File: config.mk
export PLATFORM = sky130hd
export DESIGN_NAME = meas_mem_writer
export DESIGN_NICKNAME = d
export VERILOG_FILES = /design/src/rtl/meas_mem_writer_pkg.sv /design/src/rtl/meas_byte_ser.sv /design/src/rtl/meas_mem_writer.sv
export SDC_FILE = /design/constraint.sdc
export NUM_CORES = 1
export LEC_CHECK = 0
export ABC_AREA = 1
export CORE_ASPECT_RATIO = 1.1
export CORE_MARGIN = 4
export CORE_UTILIZATION = 30
export DETAILED_ROUTE_END_ITERATION = 10
export HOLD_SLACK_MARGIN = 0.02
export PLACE_DENSITY = 0.49
export SLEW_MARGIN = 20
export SYNTH_ARGS = -nofsm -noshare
export SYNTH_HDL_FRONTEND = slang
export SYNTH_SLANG_ARGS = --single-unit
File: constraint.sdc
create_clock -name I_sclk -period 2.7 [get_ports I_sclk]
set_input_delay 0.54 -clock I_sclk [delete_from_list [all_inputs] [get_ports I_sclk]]
set_output_delay 0.54 -clock I_sclk [all_outputs]
set_load 0.1 [all_outputs]
File: src/rtl/meas_mem_writer_pkg.sv
// Shared constants and state encoding for the measurement memory path.
// The measurement reader and the memory model import the same definitions.
package meas_mem_writer_pkg;

    // Default frame geometry
    localparam int C_IOSCNUM_DEF      = 48;
    localparam int C_IOSCDWIDTH_DEF   = 24;
    localparam int C_MEMDATAWIDTH_DEF = 8;
    localparam int C_MEMADDRWIDTH_DEF = 24;

    // Writer FSM encoding; IDLE is all-zero so reset and IDLE coincide
    typedef enum logic [1:0] {
        ST_IDLE   = 2'd0,
        ST_ACCEPT = 2'd1,
        ST_WRITE  = 2'd2,
        ST_DONE   = 2'd3
    } meas_state_t;

endpackage

File: src/rtl/meas_byte_ser.sv
// Result-to-byte serializer: loads one count result, presents its low byte,
// and shifts the next byte down on request. The last flag marks the final byte.
module meas_byte_ser #(
    parameter int DW = 24,
    parameter int BW = 8,
    parameter int NB = 3
) (
    input  logic          clk,
    input  logic          rst_n,
    input  logic          load,
    input  logic          shift,
    input  logic [DW-1:0] din,
    output logic [BW-1:0] byte_out,
    output logic          last
);

    localparam int CW = (NB > 1) ? $clog2(NB) : 1;

    logic [DW-1:0] shreg_q;
    logic [CW-1:0] cnt_q;

    // Load a fresh result or move the next byte into the low lane
    always_ff @(posedge clk) begin
        if (!rst_n) begin
            shreg_q <= '0;
            cnt_q   <= '0;
        end else if (load) begin
            shreg_q <= din;
            cnt_q   <= '0;
        end else if (shift) begin
            shreg_q <= shreg_q >> BW;
            cnt_q   <= cnt_q + CW'(1);
        end
    end

    assign byte_out = shreg_q[BW-1:0];
    assign last     = (cnt_q == CW'(NB - 1));

endmodule

File: src/rtl/meas_mem_writer.sv
// Measurement frame writer: accepts count results over a valid/ready port and
// writes each one to memory as consecutive bytes, LSB byte first, starting at
// a base address latched with the frame start pulse.
//
// Handshake: a result transfers on a rising edge where I_res_valid and
// O_res_ready are both high; the source holds I_res_data stable until then.
// O_res_ready is high only in ACCEPT. I_start takes priority over everything:
// a start in the same cycle as valid/ready discards that result.
module meas_mem_writer
    import meas_mem_writer_pkg::*;
#(
    parameter int C_IOSCNUM      = C_IOSCNUM_DEF,
    parameter int C_IOSCDWIDTH   = C_IOSCDWIDTH_DEF,
    parameter int C_MEMDATAWIDTH = C_MEMDATAWIDTH_DEF,
    parameter int C_MEMADDRWIDTH = C_MEMADDRWIDTH_DEF
) (
    input  logic                      I_sclk,
    input  logic                      I_rst_n,
    input  logic                      I_start,
    input  logic [C_MEMADDRWIDTH-1:0] I_base_addr,
    input  logic                      I_res_valid,
    input  logic [C_IOSCDWIDTH-1:0]   I_res_data,
    output logic                      O_res_ready,
    output logic [C_MEMADDRWIDTH-1:0] O_mem_addr,
    output logic [C_MEMDATAWIDTH-1:0] O_mem_data,
    output logic                      O_mem_we,
    output logic                      O_busy,
    output logic                      O_done,
    output logic [1:0]                O_state
);

    localparam int NB  = C_IOSCDWIDTH / C_MEMDATAWIDTH;
    localparam int RCW = $clog2(C_IOSCNUM + 1);

    // A result must split into a whole number of memory words
    generate
        if ((C_IOSCDWIDTH % C_MEMDATAWIDTH) != 0 || NB < 1) begin : g_bad_width
            $error("meas_mem_writer: C_IOSCDWIDTH must be a multiple of C_MEMDATAWIDTH");
        end
    endgenerate

    meas_state_t               state_q, state_d;
    logic [C_MEMADDRWIDTH-1:0] ptr_q;
    logic [C_MEMADDRWIDTH-1:0] addr_q;
    logic [RCW-1:0]            res_cnt_q;
    logic                      ser_load;
    logic                      ser_shift;
    logic                      ser_last;
    logic [C_MEMDATAWIDTH-1:0] ser_byte;

    meas_byte_ser #(
        .DW (C_IOSCDWIDTH),
        .BW (C_MEMDATAWIDTH),
        .NB (NB)
    ) u_ser (
        .clk      (I_sclk),
        .rst_n    (I_rst_n),
        .load     (ser_load),
        .shift    (ser_shift),
        .din      (I_res_data),
        .byte_out (ser_byte),
        .last     (ser_last)
    );

    // State register
    always_ff @(posedge I_sclk) begin
        if (!I_rst_n) state_q <= ST_IDLE;
        else          state_q <= state_d;
    end

    // Next state and serializer control; start aborts from any state
    always_comb begin
        state_d   = state_q;
        ser_load  = 1'b0;
        ser_shift = 1'b0;
        case (state_q)
            ST_IDLE: begin
                if (I_start) state_d = ST_ACCEPT;
            end
            ST_ACCEPT: begin
                if (I_start) begin
                    state_d = ST_ACCEPT;
                end else if (I_res_valid) begin
                    state_d  = ST_WRITE;
                    ser_load = 1'b1;
                end
            end
            ST_WRITE: begin
                if (I_start) begin
                    state_d = ST_ACCEPT;
                end else if (ser_last) begin
                    state_d = (res_cnt_q == RCW'(C_IOSCNUM - 1)) ? ST_DONE : ST_ACCEPT;
                end else begin
                    ser_shift = 1'b1;
                end
            end
            ST_DONE: begin
                state_d = I_start ? ST_ACCEPT : ST_IDLE;
            end
            default: state_d = ST_IDLE;
        endcase
    end

    // Address pointer, registered write address and result counter.
    // addr_q is only updated when a byte is about to be written, so it holds
    // its value while the write strobe is low.
    always_ff @(posedge I_sclk) begin
        if (!I_rst_n) begin
            ptr_q     <= '0;
            addr_q    <= '0;
            res_cnt_q <= '0;
        end else if (I_start) begin
            ptr_q     <= I_base_addr;
            res_cnt_q <= '0;
        end else begin
            if (ser_load || ser_shift) begin
                addr_q <= ptr_q;
                ptr_q  <= ptr_q + C_MEMADDRWIDTH'(1);
            end
            if (state_q == ST_WRITE && ser_last) begin
                res_cnt_q <= res_cnt_q + RCW'(1);
            end
        end
    end

    assign O_res_ready = (state_q == ST_ACCEPT);
    assign O_mem_we    = (state_q == ST_WRITE);
    assign O_busy      = (state_q == ST_ACCEPT) || (state_q == ST_WRITE);
    assign O_done      = (state_q == ST_DONE);
    assign O_mem_addr  = addr_q;
    assign O_mem_data  = ser_byte;
    assign O_state     = state_q;

endmodule

## Word-level counts from Yosys, hierarchy flattened

Cells that the tools add are included.

- Flip-flop bits (word level): 82
- Logic and storage cells: 47
- Bits of input ports: 52

- Eq/ne operators: 8
- Multiplexer cells: 18
- Bitwise logic cells: 2
- Add/subtract/negate cells: 3
- Reduce and logical (&&, ||, !) cells: 10

Operators by type and width:

| kind | count |
|---|---|
| $mux W24 | 4 |
| $add A24 B1 Y24 const B | 1 |
| $mux W2 | 6 |
| $pmux W2 S4 | 1 |
| $mux W1 | 7 |
| $add A6 B1 Y6 const B | 1 |
| $eq A2 B2 Y1 const B | 3 |
| $eq A6 B6 Y1 const B | 1 |
| $reduce_bool A2 Y1 | 2 |
| $reduce_or A2 Y1 | 2 |
| $ne A3 B2 Y1 const B | 1 |
| $ne A3 B3 Y1 const B | 1 |
| $reduce_and A3 Y1 | 1 |
| $add A2 B1 Y2 const B | 1 |
| $eq A2 B1 Y1 const B | 1 |
| $logic_not A2 Y1 | 1 |
| $logic_or A1 B1 Y1 | 2 |
| $ne A2 B2 Y1 const B | 1 |
| $not A1 Y1 | 2 |
| $reduce_and A2 Y1 | 1 |
| $logic_and A1 B1 Y1 | 1 |

## Logic depth before layout (Yosys ltp)

Gate-level depths: netlist of the first run.

- Depth after elaboration: 7
- Gate-level depth with buffers: 12
- Gate-level depth less buffers: 11

## Hierarchy

From an unflattened synthesis of the first run, not the netlist that was laid out.

- Cells, all modules: 590
- Area, all modules: 4066.4 um^2

By module, submodules not included:

| module | cells an instance | times used | sequential area each (um^2) | area each (um^2) |
|---|---|---|---|---|
| meas_mem_writer | 413 | 1 | 1121.1 | 2832.7 |
| meas_byte_ser | 177 | 1 | 520.5 | 1233.7 |

## Least setup slack after synthesis of the first run

Ideal clock, no wire load.

- Path type: register to register
- From: register state_q[1], in the netlist O_state[1]
- To: register res_cnt_q[5]
- Setup slack: -0.306 ns
- Required time: 2.569 ns
- Buffers on the path: 0
- Stages on the path, launching flop included: 10
- Setup time: 0.131 ns
- Arrival time: 2.875 ns
- Cell sequence: dfxtp_1 ha_1 nand2_1 inv_2 nand2_1 nor2_1 nand2_1 nor2_1 xnor2_1 nor3_1

- Longest elaborated chain between the ends: 2

Ends and longest elaborated chain:

| what | RTL line | RTL |
|---|---|---|
| start: declaration | meas_mem_writer.sv:42 | `meas_state_t state_q, state_d;` |
| start signal: assignment | meas_mem_writer.sv:68 | `else state_q <= state_d;` |
| $eq A2 B2 Y1 | -- |  |
| net O_mem_we | meas_mem_writer.sv:26 | `output logic O_mem_we,` |
| $logic_and A1 B1 Y1 | meas_mem_writer.sv:120 | `if (state_q == ST_WRITE && ser_last) begin` |
| end signal: assignment | meas_mem_writer.sv:121 | `res_cnt_q <= res_cnt_q + RCW'(1);` |
| end: declaration | meas_mem_writer.sv:45 | `logic [RCW-1:0] res_cnt_q;` |

The timed path passes the listed nets, and every way through them passes these cells.
A chain may end at the register's enable or synchronous reset.

## Final worst setup path of the first run

- From: register state_q[0], in the netlist O_state[0]
- To: output O_busy

- Longest elaborated chain between the ends: 2
- Elaborated cells between the ends (all ways): 3

Ends and longest elaborated chain:

| what | RTL line | RTL |
|---|---|---|
| $eq A2 B1 Y1 / $eq A2 B2 Y1 (equally long branches) | meas_mem_writer.sv:128 | `assign O_busy = (state_q == ST_ACCEPT) \|\| (state_q == ST_WRITE);` |
| $logic_or A1 B1 Y1 (*) | meas_mem_writer.sv:128 |  |
| end: declaration | meas_mem_writer.sv:27 | `output logic O_busy,` |

Every way passes the cells marked *; elsewhere a longest branch is shown, timed or not.

==> impl_metrics.ini, run 1 <==
[clocking]
cts_hold_buf = 0
clockBufferDepth = 2
clk_root_buffer_cell = clkbuf_16
numCtsBuffers = 9
clock_latency_ps = 350
cts.sinks = 82
post_cts.resized_instances = 0
cts_setup_buffers = 0
path_clk_slew_ps = 60
h_tree_depth = 3
cts_tree = yes

[timing]
final-setup-viol-count = 0
setup_total_negative_slack_ps = 0
finalWorstPathRequiredPeriod_ps = 2010
postLayoutSetupSlackWorst_ps = 689
tightestPinTransition_ps = 415
achievable-frequency_mhz = 497
unrepaired_setup_endpoints_after_global_routing = false
skew_ps = 6.93
hold_violations_final = 0
slew-limit-headroom_pct = 72.3
final-max-slew-violation-count = 0
final.period_utilization_pct = 74.5
timing.hold.ws_ps = 460

[cells_and_area]
nets = 699
finalCoreUtilization_pct = 40.0
n_antenna_cell = 0
final_area_um2 = 5100
area_growth_pct = 29.7
post_route_cells_drive_above_1_share_pct = 12.3
layout.cells.most_common = nand2_1
most-common-layout-cells = 156 x nand2_1, 82 x dfxtp_1, 76 x nor2_1, 51 x clkdlybuf4s50_1, 47 x buf_4
layout.cells.non_filler = 800

[placement]
gp_routability_congestion = 0.810
place.detailed.hpwl_mm = 7.86
place_inst = 785
postPlaceCellArea_um2 = 4820
place_worst_setup_slack_ps = 359
number_of_input_and_output_port_buffers_inserted = 89

[floorplan]
design.die.area_um2 = 15000
start_util_pct = 30.9
chipHeight_um = 128
die-width_um = 117
placementRows = 43
core_region_area_um2 = 12800
top_level_ports = 90

[setup_path]
worst_setup_path_start_kind = flip-flop
critical_path_arrival_ps = 1470
critPathCaptureType = output port
worst-path-max-fanout = 6
critical_path_required_ps = 2160
worst_setup_path_type = reg -> out

[route]
drt_first_pass_iters = 6
drtIter0Drc = 298
detail_route.wl_per_cell_um = 13.6
via_count = 3806
drt-vias-per-instance = 4.76
drc_errors = 0
routed_wirelength_mm = 10.8
ant_nets = 0

[synthesis]
synth_edf_count = 0
synth_top_flop_cell = dfxtp_1
cell_count_after_synthesis = 564
synth.cell_area_um2 = 3930
async_reset_ff_share_pct = 0
synth-seq-area-share_pct = 41.7
synth_area_per_cell_um2 = 6.97
flop_and_latch_count_out_of_synthesis = 82
synthesis.yosys.warnings = 0
post_synth_num_cell_types = 33
synthesis.nets = 624

[grt]
grt_antenna_before_repair = 0
grt_start_max_net_pins = 34
first_global_vias = 3646
global_route.usage.total_pct = 15.0
gr-total-overflow = 0
grt_first_pass_wirelength_mm = 17.7

[power_and_ir_drop]
power.ir.vdd_worst_v = 0.000277
p_per_area_nw_per_um2 = 609
total_power_mw = 3.11
cellLeakagePower_nw = 2.04

[status]
result_of_the_run = finished clean

[worst_hold_path]
min_path_type = reg -> reg

[job]
max_cap_violations = 0
kinds of logic (layout without fill, tap and decap cells):
logic type	Yosys count	in the layout	share of synthesized area, %
AOI/OAI and AO/OA	102	102	14.8
xor gates and xnor gates	6	6	1.34
adders and majority gates	8	8	2.54
buffers and inverters	79	158	9.29
DFF	82	82	41.7
and+or+nand+nor	287	287	30.3
Yosys cell counts (2+ instances only):
cell type	count	share of area [%]
ha_1	8	2.5
nor2_2	5	0.80
inv_1	40	3.8
a21oi_1	33	4.2
o211ai_1	5	0.95
xor2_1	5	1.1
nor3_1	9	1.1
a22oi_1	9	1.7
nand4_1	2	0.32
nand2_1	156	15
dfxtp_1	82	42
nor2_4	3	0.86
a211oi_1	3	0.57
clkbuf_1	12	1.1
buf_2	7	0.89
buf_4	12	2.3
buf_1	2	0.19
nor2_1	76	7.3
inv_2	4	0.38
nand3_1	30	3.8
o21ai_0	30	3.8
a31oi_1	19	3.0
buf_6	2	0.57
registers in the layout, indices dropped and copies added (netlist names):
name and count:
O_state 2, u_ser.shreg_q 24, res_cnt_q 6, O_mem_addr 24, u_ser.cnt_q 2, ptr_q 24
metal layers:
metal,global-route usage (%),routed length (um)
met5,0,0
met4,5.87,194
met3,3.92,582
met2,24.7,5200
met1,18.5,4860
power by group:
| part | switching, mW | internal [mW] |
|---|---|---|
| combinational | 0.405 | 0.180 |
| sequential | 0.0471 | 1.27 |
| clock | 0.495 | 0.709 |
| total | 0.947 | 2.16 |
final timing paths:
| path | start | end | slack, ps | depth (start not counted) |
|---|---|---|---|---|
| setup / recovery | O_state[0] | O_busy | 690 | 3 |
| hold / removal | u_ser.shreg_q[23] | u_ser.shreg_q[23] | 460 | 2 |
| setup reg to reg | O_state[0] | ptr_q[3] | 820 | 10 |
| hold reg to reg | u_ser.shreg_q[23] | u_ser.shreg_q[23] | 460 | 2 |
cell type report:
type | instances | area, um2
Multi-Input combinational cell | 403 | 1930
Clock buffer | 10 | 229
Sequential cell | 82 | 1640
Inverter | 44 | 165
Timing Repair Buffer | 99 | 883
Tap cell | 157 | 196
Fill cell | 1306 | 7650
Clock inverter | 5 | 56.3
critical path, cell delays in order, from the launching register on:
cell     delay (ps)
dfxtp_1         430
inv_1           120
ha_1            290
buf_4           280
(Power assumes the default switching activity.)
==> run 2: changes to the inputs <==
--- a/config.mk
+++ b/config.mk
@@ -11,7 +11,7 @@
 export CORE_UTILIZATION = 30
 export DETAILED_ROUTE_END_ITERATION = 10
 export HOLD_SLACK_MARGIN = 0.02
-export PLACE_DENSITY = 0.49
+export PLACE_DENSITY = 0.51
 export SLEW_MARGIN = 20
 export SYNTH_ARGS = -nofsm -noshare
 export SYNTH_HDL_FRONTEND = slang
==> constraint.sdc (replaced) <==
create_clock -name I_sclk -period 1.75 [get_ports I_sclk]
set_input_delay 0.35 -clock I_sclk [delete_from_list [all_inputs] [get_ports I_sclk]]
set_output_delay 0.35 -clock I_sclk [all_outputs]
set_load 0.1 [all_outputs]
==> impl_metrics.ini, run 2 (synthesis gave the netlist of run 1 again) <==
[clocking]
numCtsBuffers = 9
cts_tree = yes
path_clk_slew_ps = 60
clockBufferDepth = 2
clock_latency_ps = 340
cts_setup_buffers = 0
clk_root_buffer_cell = clkbuf_16
h_tree_depth = 3
cts_hold_buf = 0
cts.sinks = 82

[timing]
achievable-frequency_mhz = 592
skew_ps = 6.77
final-setup-viol-count = 0
tightestPinTransition_ps = 345
setup_total_negative_slack_ps = 0
slew-limit-headroom_pct = 76.9
unrepaired_setup_endpoints_after_global_routing = false
hold_violations_final = 0
finalWorstPathRequiredPeriod_ps = 1690
final.period_utilization_pct = 96.5
final-max-slew-violation-count = 0

[grt]
grt_start_max_net_pins = 32
gr-total-overflow = 0
grt_busiest_layer = met2
grt_antenna_before_repair = 0
groute.layer.met1.usage_pct = 20.9
gr-usage-met3_pct = 3.35
grt_first_pass_wirelength_mm = 19.2
first_global_vias = 4033
global_route.usage.total_pct = 16.0
met2_usage_pct = 25.5

[power_and_ir_drop]
comb_pwr_share_pct = 21.8
power.ir.vdd_worst_v = 0.000386
power_frac_seq_pct = 40.3
total_power_mw = 5.09
swShare_pct = 30.7
cellLeakagePower_nw = 2.35
clock_power_share_pct = 37.9
net_switching_component_of_the_power_mw = 1.56
internal_power_mw = 3.52
p_per_area_nw_per_um2 = 846

[placement]
gp_routability_congestion = 0.837
place.detailed.hpwl_mm = 8.09
number_of_input_and_output_port_buffers_inserted = 89

[cells_and_area]
most-common-layout-cells = 153 x nand2_1, 79 x dfxtp_1, 65 x nor2_1, 50 x clkdlybuf4s50_1, 43 x buf_12
fill_cells = 1300
area_growth_pct = 53.0
nets = 728
multi_input_area_um2 = 2070
post_route_cells_drive_above_1_share_pct = 20.1
n_antenna_cell = 0
area.sequential_um2 = 1650
layout.cells.most_common = nand2_1

[setup_path]
worst_setup_path_start_kind = flip-flop
worst_setup_path_type = reg -> out
critical_path_arrival_ps = 1340
worst-path-max-fanout = 6
critPathCaptureType = output port
critical_path_required_ps = 1400

[route]
detail_route.wl_per_cell_um = 13.4
drc_errors = 0
via_count = 3955
drt-vias-per-instance = 4.77
drtIter0Drc = 203
drt_first_pass_iters = 4
routed_wirelength_mm = 11.1
ant_nets = 0

[floorplan]
core_region_area_um2 = 12800
start_util_pct = 30.9
top_level_ports = 90
placementRows = 43
design.die.area_um2 = 15000
die-width_um = 117
chipHeight_um = 128

[job]
max_cap_violations = 0

[worst_hold_path]
min_path_type = reg -> reg

[status]
result_of_the_run = finished clean
## run 2: cell count changes in the layout (fill, tap and decap cells not counted), sizes merged
cell / before / now
buf: 48 / 77
clkinv: 3 / 0
inv: 44 / 47
clkinvlp: 1 / 3
clkbuf: 10 / 9
clkdlybuf4s50: 51 / 50
dlymetal6s2s: 0 / 1
## run 2: power groups by stage
stage | clock network [mW] | logic, mW | registers, mW
after floorplan | 0 | 0.411 | 2.32
after global placement | 0 | 1.10 | 2.09
after detailed placement | 0 | 1.11 | 2.09
after CTS | 1.99 | 1.11 | 2.05
after global routing | 2.09 | 1.19 | 2.06
final | 1.93 | 1.11 | 2.05
## run 2: what timing repair did
item,CTS,global route
pin swaps,0,2
endpoints found under the setup margin,6,39
resized for setup,2,18
cloned,0,0
## run 2: layer usage
metal	vias up	routed length, um
met5	-	0
met4	0	235
met3	16	517
met2	102	5320
met1	1799	5040
li1	2038	-
## run 2: worst max-delay path, stage by stage (launching register included)
cell	delay, ps
dfxtp_4	400
inv_2	80
ha_2	340
buf_12	170
## run 2: stage by stage
step / area (um2) / setup WS (ps) / hold WS [ps] / util (%) / instances
floorplan: 4060 / -55.5 / 439 / - / 564
global placement: 5640 / -291 / 449 / 44.2 / 814
detailed placement: 5640 / -369 / 453 / 44.2 / 814
CTS: 5950 / 6.47 / 464 / 46.7 / 830
global route: 6020 / 6.31 / 484 / 47.2 / 830
finish: 6020 / 61.8 / 461 / 47.2 / 830
## run 2: final cells by class
type	count	share of cell area, %
timing repair buffer	128	27.1
clock inverter	7	1.27
multi-input combinational	403	34.4
inverter	44	2.83
clock buffer	9	3.74
sequential	82	27.4
tap	157	3.26
## run 2: path summary, 6_finish.rpt
kind / from / endpoint / slack, ps / cells after the start
max: O_state[0] / O_busy / 60 / 3
min: u_ser.shreg_q[22] / u_ser.shreg_q[22] / 460 / 2
max reg2reg: u_ser.cnt_q[0] / ptr_q[11] / 120 / 11
min reg2reg: u_ser.shreg_q[22] / u_ser.shreg_q[22] / 460 / 2
